--- src/rtl/irq_ctl.sv ---
// irq_ctl: interrupt front-end for the 65C02 control unit.
// Combines NIRQ maskable, level-sensitive IRQ lines and one rising-edge NMI
// into a single latched request with a 16-bit vector. Requests are sampled
// only at instruction boundaries (sync) and held until ctl acknowledges.
//
// State table:
//   state | meaning
//   IDLE  | no request presented; sample at sync when RDY=1
//   REQ   | take=1, vec/src/nmi_take latched until ack with RDY=1
//
// Ports:
//   clk       CPU clock
//   RST       asynchronous active-low reset
//   RDY       CPU ready; 0 freezes the request state machine
//   sync      start-of-instruction strobe
//   I         interrupt-disable flag
//   IRQ       level-sensitive requests, active high
//   NMI       non-maskable request, rising edge
//   mask_we   mask write strobe
//   mask_di   mask write data (1 = masked)
//   ack       vector fetched; ends the request
//   take      request to ctl
//   nmi_take  current request is NMI
//   vec       vector address of current request
//   src       IRQ source index of current request
//   pending   synchronised IRQ & ~mask
//   mask_do   current mask register
module irq_ctl #(
  parameter int              NIRQ        = 8,
  parameter int              SYNC_STAGES = 2,
  parameter int              VECTORED    = 1,
  parameter logic [15:0]     VEC_BASE    = 16'hFFE0,
  parameter logic [15:0]     NMI_VEC     = 16'hFFFA,
  parameter logic [NIRQ-1:0] MASK_RST    = '1,
  localparam int             SW          = (NIRQ > 1) ? $clog2(NIRQ) : 1
) (
  input  logic            clk,
  input  logic            RST,
  input  logic            RDY,
  input  logic            sync,
  input  logic            I,
  input  logic [NIRQ-1:0] IRQ,
  input  logic            NMI,
  input  logic            mask_we,
  input  logic [NIRQ-1:0] mask_di,
  input  logic            ack,
  output logic            take,
  output logic            nmi_take,
  output logic [15:0]     vec,
  output logic [SW-1:0]   src,
  output logic [NIRQ-1:0] pending,
  output logic [NIRQ-1:0] mask_do
);

  typedef enum logic {IDLE, REQ} state_t;

  state_t          state_q, state_d;
  logic            nmi_take_q, nmi_take_d;
  logic [15:0]     vec_q, vec_d;
  logic [SW-1:0]   src_q, src_d;
  logic            nmi_pend_q, nmi_pend_d;
  logic            nmi_prev_q;
  logic [NIRQ-1:0] mask_q;

  logic [NIRQ-1:0] irq_s;
  logic            nmi_s;
  logic            nmi_edge;
  logic [NIRQ-1:0] active;
  logic [SW-1:0]   winner;
  logic [15:0]     win16;
  logic [15:0]     irq_vec;

  generate
    if (SYNC_STAGES == 0) begin : g_nosync
      assign irq_s = IRQ;
      assign nmi_s = NMI;
    end else begin : g_sync
      logic [SYNC_STAGES-1:0][NIRQ-1:0] irq_sync_q;
      logic [SYNC_STAGES-1:0]           nmi_sync_q;
      always_ff @(posedge clk or negedge RST) begin
        if (!RST) begin
          irq_sync_q <= '0;
          nmi_sync_q <= '0;
        end else begin
          irq_sync_q[0] <= IRQ;
          nmi_sync_q[0] <= NMI;
          for (int k = 1; k < SYNC_STAGES; k++) begin
            irq_sync_q[k] <= irq_sync_q[k-1];
            nmi_sync_q[k] <= nmi_sync_q[k-1];
          end
        end
      end
      assign irq_s = irq_sync_q[SYNC_STAGES-1];
      assign nmi_s = nmi_sync_q[SYNC_STAGES-1];
    end
  endgenerate

  assign nmi_edge = nmi_s & ~nmi_prev_q;
  assign pending  = irq_s & ~mask_q;
  assign active   = pending & ~{NIRQ{I}};

  // Lowest index wins: scan downwards so the last hit is the smallest.
  always_comb begin
    winner = '0;
    for (int i = NIRQ - 1; i >= 0; i--) begin
      if (active[i]) winner = SW'(i);
    end
  end

  assign win16   = 16'(winner);
  assign irq_vec = (VECTORED != 0) ? (VEC_BASE + (win16 << 1)) : 16'hFFFE;

  always_comb begin
    state_d    = state_q;
    nmi_take_d = nmi_take_q;
    vec_d      = vec_q;
    src_d      = src_q;
    nmi_pend_d = nmi_pend_q;
    if (RDY) begin
      case (state_q)
        IDLE: begin
          if (sync && (nmi_pend_q || (active != '0))) begin
            state_d = REQ;
            if (nmi_pend_q) begin
              nmi_take_d = 1'b1;
              vec_d      = NMI_VEC;
            end else begin
              nmi_take_d = 1'b0;
              src_d      = winner;
              vec_d      = irq_vec;
            end
          end
        end
        REQ: begin
          if (ack) begin
            state_d    = IDLE;
            nmi_take_d = 1'b0;
            if (nmi_take_q) nmi_pend_d = 1'b0;
          end
        end
        default: state_d = IDLE;
      endcase
    end
    // A fresh edge outranks the clear on ack so it is never lost.
    if (nmi_edge) nmi_pend_d = 1'b1;
  end

  always_ff @(posedge clk or negedge RST) begin
    if (!RST) begin
      state_q    <= IDLE;
      nmi_take_q <= 1'b0;
      vec_q      <= '0;
      src_q      <= '0;
      nmi_pend_q <= 1'b0;
      nmi_prev_q <= 1'b0;
      mask_q     <= MASK_RST;
    end else begin
      state_q    <= state_d;
      nmi_take_q <= nmi_take_d;
      vec_q      <= vec_d;
      src_q      <= src_d;
      nmi_pend_q <= nmi_pend_d;
      nmi_prev_q <= nmi_s;
      if (mask_we) mask_q <= mask_di;
    end
  end

  assign take     = (state_q == REQ);
  assign nmi_take = nmi_take_q;
  assign vec      = vec_q;
  assign src      = src_q;
  assign mask_do  = mask_q;

endmodule
--- config.mk ---
export PLATFORM = sky130hd
export DESIGN_NAME = irq_ctl
export DESIGN_NICKNAME = d
export VERILOG_FILES = /design/src/rtl/irq_ctl.sv
export SDC_FILE = /design/constraint.sdc
export NUM_CORES = 1
export LEC_CHECK = 0
export CAP_MARGIN = 10
export CORE_ASPECT_RATIO = 0.75
export CORE_MARGIN = 2
export CORE_UTILIZATION = 43
export CTS_CLUSTER_SIZE = 12
export DETAILED_ROUTE_END_ITERATION = 16
export PLACE_DENSITY_LB_ADDON = 0.15
export SYNTH_ARGS = -nofsm -noshare
export SYNTH_HDL_FRONTEND = slang
export SYNTH_SLANG_ARGS = --single-unit
--- constraint.sdc ---
create_clock -name clk -period 1.9 [get_ports clk]
set_input_delay 0.57 -clock clk [delete_from_list [all_inputs] [get_ports clk]]
set_output_delay 0.57 -clock clk [all_outputs]
set_load 0.005 [all_outputs]
==> results.md, run 1 <==
- Flop pwr share: 0.484
- CP peak stage delay: about 0.54 ns
- Clock sinks: 38
- Clock buffer depth: 2
- Cell Pwr Density: 889 nW/um2
- Worst-path clk slew: ~0.070 ns
- Synthesized net count: 139
- Post-synth top flop: dfrtp_1
- Mapped cell area: 1540 um2
- H-tree depth: 2
- Setup crit start kind: flip-flop
- Filler cells: between 200 and 250
- Initial DRC count: 58
- Final count of pins violating max slew: 0
- First-pass iteration count of the detailed router: 4
- Yosys warns: 0
- Combinational share of power: 0.253
- Register area share after synthesis: 0.623
- Critical Path RT: about 1.3 ns
- Die area: between 4000 and 5000 um2
- RSZ-0062 raised after global routing: false
- DP Area: ~2200 um2
- Mapped Cells: 115
- Psw: 528 uW
- Share of cells above drive strength 1: 0.308
- Area growth, synth to finish: 52.5%
- Endpoints failing hold: 0
- DR WL/cell: ~14 um
- Post-Route WL: a little over 3 mm
- Total grt overflow: 0
- Setup violators final: 0
- Leakage: around 0.0011 uW
- CP Cell Sequence: and2b_4 -> dlygate4sd2_1
- CTS Buf Count: 5
- EDFF count, synth: 0
- Die H: ~56 um
- Min Tclk post-route: about 1.8 ns
- Root Driver: clkbuf_8
- Placed cell count: between 200 and 250
- Drt drc: 0
- FMAX: between 0.5 and 0.6 GHz
- Clock skew: roughly 0.0038 ns
- Initial core utilization: 0.460
- Max Cap Violations: 0
- Width of the die: 73.2 um
- I/O pin cnt: 61
- Arrival @ worst endpoint: 1.28 ns
- # rows: 18
- Pin count of the biggest net entering global routing: 39
- Global placement routability congestion: 0.765
- Min-delay worst type: in2async
- Synth cell types: 35
- Later-pin clock latency in the skew report: 0.28 ns
- Synthesized flop and latch total: 38
- Crit share post-route: 0.973
- Outcome: completed
- Ant diodes: 0
- Fin cells: 225
- First-pass GRT wire length: between 4 and 5 mm
- DR vias: ~1100
- Synth Area per Inst: approximately 13 um2
- FFs w/ async S/R, synth: 1.00
- CP Class: reg2out
- Cell Int Power: 1560 uW
- Crit-path max FO: 4
- Core Area: 3360 um2
- Vias/cell: approximately 4.8
- Tot GR Track Use: 0.160
- Remaining antenna violation count: 0
- TritonCTS clock tree: built
- Clk pwr share: 0.263
- R2r setup slk: about 0.19 ns
- Cell count of the worst reg-to-reg path: 7
- Port bufs: 59
- Initial antenna violation count: 0
- Vias in the first global route: around 1100
- FF-to-FF Start: mask_do[0]
- Crit-path slowest cell: dfstp_2
- Final instance area: around 2400 um2
- Post-Route Setup TNS: 0 ns
- Crit path capture type: output port
- Final Net Count: roughly 210
- VDD IR max: a little under 0.6 mV
- Reg2reg end: vec[1]
- Sw frac: 0.253
[cells by family after synthesis]
group	count (synthesis)	synth area share
and+or+nand+nor	28	0.143
muxes	9	0.0649
AOI/OAI and AO/OA	18	0.0892
DFF	38	0.623
other	1	0.00243
buffers and inverters	21	0.0779
[layer usage]
metal  vias to the layer above  GRT usage  wire, um
li1                        518          -         -
met1                       523      0.194      1370
met2                        36      0.261      1480
met3                         5     0.0507       186
met4                         0     0.0635        31
met5                         -          0         0
[flip-flops by register name, indices dropped and copies added, names as in the netlist, 2 cells and up]
| register | cells |
|---|---|
| g_sync.irq_sync_q | 8 |
| mask_do | 8 |
| g_sync.nmi_sync_q | 2 |
| src | 3 |
| vec | 5 |
| irq_s | 8 |
[power groups by stage]
stage	Combinational (uW)	Sequential [uW]	Clock, uW
floorplan	182	1020	0
global placement	501	1020	0
detailed placement	511	1030	0
CTS	526	1010	562
global route	578	1030	607
finish	529	1010	550
[cell usage in the layout, fill, tap and decap left out, drive strengths merged, types with 3 or more instances in the layout]
| master | Yosys | layout |
|---|---|---|
| a211oi | 3 | 3 |
| buf | 11 | 16 |
| clkbuf | 1 | 7 |
| clkdlybuf4s50 | 0 | 40 |
| dfrtp | 30 | 30 |
| dfstp | 8 | 8 |
| dlygate4sd2 | 0 | 10 |
| dlymetal6s2s | 0 | 7 |
| inv | 9 | 9 |
| mux2 | 8 | 8 |
| nand2 | 5 | 5 |
| nor2b | 6 | 6 |
| nor3 | 3 | 3 |
| o21ai | 4 | 4 |
[layout make-up]
type,instances,area (um2),area share
Tap cell,40,50.0,0.0213
Clock inverter,1,5.00,0.00213
Multi-Input combinational cell,56,499,0.212
Inverter,9,33.8,0.0144
Clock buffer,7,86.3,0.0367
Sequential cell,38,962,0.409
Timing Repair Buffer,74,716,0.304
[worst max-delay path by stage]
stage / slack, ns / cells past startpoint / start / endpoint
floorplan: 0.36 / 5 / mask_do[6] / vec[1]
global placement: -0.1 / 5 / RDY / src[0]
detailed placement: -0.14 / 5 / sync / src[0]
CTS: 0.003 / 2 / mask_do[1] / pending[1]
global route: 0.004 / 1 / vec[14] / vec[6]
finish: 0.05 / 2 / mask_do[5] / pending[5]
[cells in the mapped netlist (2+ instances only)]
library cell | count | area share
nand3_1 | 2 | 0.0065
dfstp_2 | 8 | 0.14
o22ai_1 | 2 | 0.0081
nand2b_1 | 2 | 0.0081
buf_4 | 11 | 0.054
a211oi_2 | 2 | 0.016
nor2b_2 | 4 | 0.023
mux2_2 | 8 | 0.058
nor2_1 | 2 | 0.0049
a21oi_1 | 2 | 0.0065
nor3_1 | 3 | 0.0097
o21ai_0 | 2 | 0.0065
o31ai_1 | 2 | 0.0097
nor4_4 | 2 | 0.028
nor2b_1 | 2 | 0.0081
nand2_1 | 5 | 0.012
dfrtp_1 | 30 | 0.49
o21ai_1 | 2 | 0.0065
inv_1 | 8 | 0.019
[what timing repair did]
action / in CTS / in global routing
buffers inserted: 5 / 3
setup endpoints to repair: 23 / 16
hold buffers: 0 / 0
gates resized for setup: 19 / 8
pin swaps: 0 / 1
[through the flow]
| stage | worst slack [ns] | util | hold slack (ns) | total power [uW] |
|---|---|---|---|---|
| 6_report | 0.0510 | 0.701 | 0.240 | 2090 |
| 5_1_grt | 0.00378 | 0.701 | 0.247 | 2210 |
| 4_1_cts | 0.00349 | 0.689 | 0.245 | 2100 |
| 3_5_place_dp | -0.141 | 0.643 | 0.335 | 1540 |
| 3_3_place_gp | -0.0966 | 0.643 | 0.332 | 1520 |
| 2_1_floorplan | 0.357 | - | 0.274 | 1210 |
[critical path, delay by kind of cell (launching register included)]
kind	cells	cell delay, ns
AND/OR/NAND/NOR	1	0.20
flip-flops	1	0.54
buffers and inverters	1	0.26
Power figures use the tool's default switching activity.
==> inputs of run 2 (changes only) <==
--- a/config.mk
+++ b/config.mk
@@ -8,7 +8,7 @@
 export CAP_MARGIN = 10
 export CORE_ASPECT_RATIO = 0.75
 export CORE_MARGIN = 2
-export CORE_UTILIZATION = 43
+export CORE_UTILIZATION = 35
 export CTS_CLUSTER_SIZE = 12
 export DETAILED_ROUTE_END_ITERATION = 16
 export PLACE_DENSITY_LB_ADDON = 0.15
==> results.md, run 2 (synthesized netlist as in run 1, its figures left out) <==
- Combinational share of power: 0.253
- Reg2reg end: vec[1]
- CP Cell Sequence: and2b_4 -> dlygate4sd2_1
- WP buf/inv: 1
- CP peak stage delay: approximately 0.54 ns
- Pwr Total: 2090 uW
- Width of the die: between 80 and 90 um
- Initial core utilization: 0.371
- Psw: roughly 530 uW
- Pin count of the biggest net entering global routing: 39
- Vias/cell: 4.59
- Final setup margin: 0.0502 ns
- Initial DRC count: 20
- CP Class: reg2out
- Sw frac: 0.252
- Critical Path RT: around 1.3 ns
- Place WS: -0.131 ns
- Clk pwr share: 0.263
- Port bufs: just under 60
- TritonCTS clock tree: built
- Final count of pins violating max slew: 0
- Setup crit start kind: flip-flop
- DP Area: about 2200 um2
- Delay-heaviest family, CP: flip-flops
- VDD IR max: around 0.6 mV
- Min Tclk post-route: 1.85 ns
- Setup crit start: mask_do[5]
- Most common library cell in the layout ignoring fill and taps: clkdlybuf4s50_1
- Clock buffer depth: 2
- Clock skew: a little over 0.009 ns
- Crit-path max FO: 4
- # rows: 20
- Global placement routability congestion: 0.843
- Final Core Density: 0.570
- Clock sinks: 38
- Crit path capture type: output port
- Initial antenna violation count: 0
- DP HPWL: ~2.4 mm
- CP Depth: 2
- Leakage: about 0.0011 uW
- Ant diodes: 0
- Max Cap Violations: 0
- First-pass GRT wire length: between 4 and 5 mm
- Setup violators final: 0
- H-tree depth: 2
- Most frequent cells in the layout: clkdlybuf4s50_1 (41), dfrtp_1 (29), buf_4 (16)
- Cell Pwr Density: about 880 nW/um2
- Worst-path clk slew: around 0.07 ns
- Outcome: completed
- I/O pin cnt: 61
- Drt drc: 0
- Total grt overflow: 0
- Remaining antenna violation count: 0
- Cell count of the worst reg-to-reg path: 7
- Root Driver: clkbuf_8
- Endpoints failing hold: 0
- Share of cells above drive strength 1: 0.312
- Arrival @ worst endpoint: approximately 1.3 ns
- DR vias: 1106
- Crit-path slowest cell: dfstp_2
- Vias in the first global route: approximately 1100
- FF-to-FF Start: mask_do[0]
- First-pass iteration count of the detailed router: 4
- Post-Route WL: around 3.1 mm
- Area growth, synth to finish: 53.5%
- Core Area: 4150 um2
- Final instance area: roughly 2400 um2
- Final Net Count: about 210
- Tot GR Track Use: 0.135
- FMAX: roughly 0.54 GHz
- CTS Hold Buffers Added: 0
- R2r setup slk: around 0.19 ns
- Die area: ~5000 um2
- Later-pin clock latency in the skew report: roughly 0.28 ns
- DR WL/cell: about 13 um
- Flop pwr share: 0.484
- Crit path to: pending[5]
- Crit share post-route: 0.974
- Min-delay worst type: in2async
- Die H: ~61 um
- Cell Int Power: between 1500 and 2000 uW
- CTS Buf Count: 5
-- run 2: cell types whose count changed in the layout (fill, tap and decap cells not counted) --
cell             before  now
inv_1                 8    7
inv_2                 1    2
clkbuf_1              1    2
buf_12                1    0
buf_4                14   16
clkinv_2              1    0
clkdlybuf4s15_1       1    0
clkdlybuf4s50_1      40   41
dlygate4sd2_1        10    9
dlymetal6s2s_1        7    8
-- run 2: repair_timing --
action	4_1_cts	5_1_grt
setup buffers	8	1
gates cloned	0	0
pin swaps	0	1
gates resized for setup	17	9
endpoints found under the setup margin	24	11
-- run 2: how the worst min path moves through the flow --
stage                                end  cells after the start
floorplan           g_sync.irq_sync_q[0]                      0
global placement                irq_s[2]                      0
detailed placement              irq_s[4]                      0
CTS                                 take                      2
global route                    irq_s[4]                      0
finish              g_sync.nmi_sync_q[0]                      2
-- run 2: area by class of cell --
class | instances | area, um2
sequential | 38 | 962
fill | 356 | 1790
clock buffer | 8 | 90.1
timing repair buffer | 75 | 714
tap | 55 | 68.8
inverter | 9 | 33.8
multi-input combinational | 56 | 499
-- run 2: through the flow --
step           std cells  hold WS (ns)  setup TNS (ns)
6_report             241         0.318               0
5_1_grt              241         0.352        -0.00536
4_1_cts              240         0.338               0
3_5_place_dp         224         0.336          -0.593
3_3_place_gp         224         0.332          -0.418
2_1_floorplan        115         0.274               0
-- run 2: power by group through the flow --
stage | sequential (uW) | combinational, uW | clock (uW)
6_report | 1010 | 529 | 551
5_1_grt | 1030 | 576 | 603
4_1_cts | 1020 | 536 | 565
3_5_place_dp | 1030 | 507 | 0
2_1_floorplan | 1020 | 182 | 0
3_3_place_gp | 1020 | 501 | 0
-- run 2: metal layers --
| metal | share of wire | routed length, um | GRT usage |
|---|---|---|---|
| met3 | 0.060 | 186 | 0.0425 |
| met2 | 0.49 | 1510 | 0.225 |
| met4 | 0.0068 | 21 | 0.0557 |
| met5 | 0 | 0 | 0 |
| met1 | 0.45 | 1390 | 0.166 |
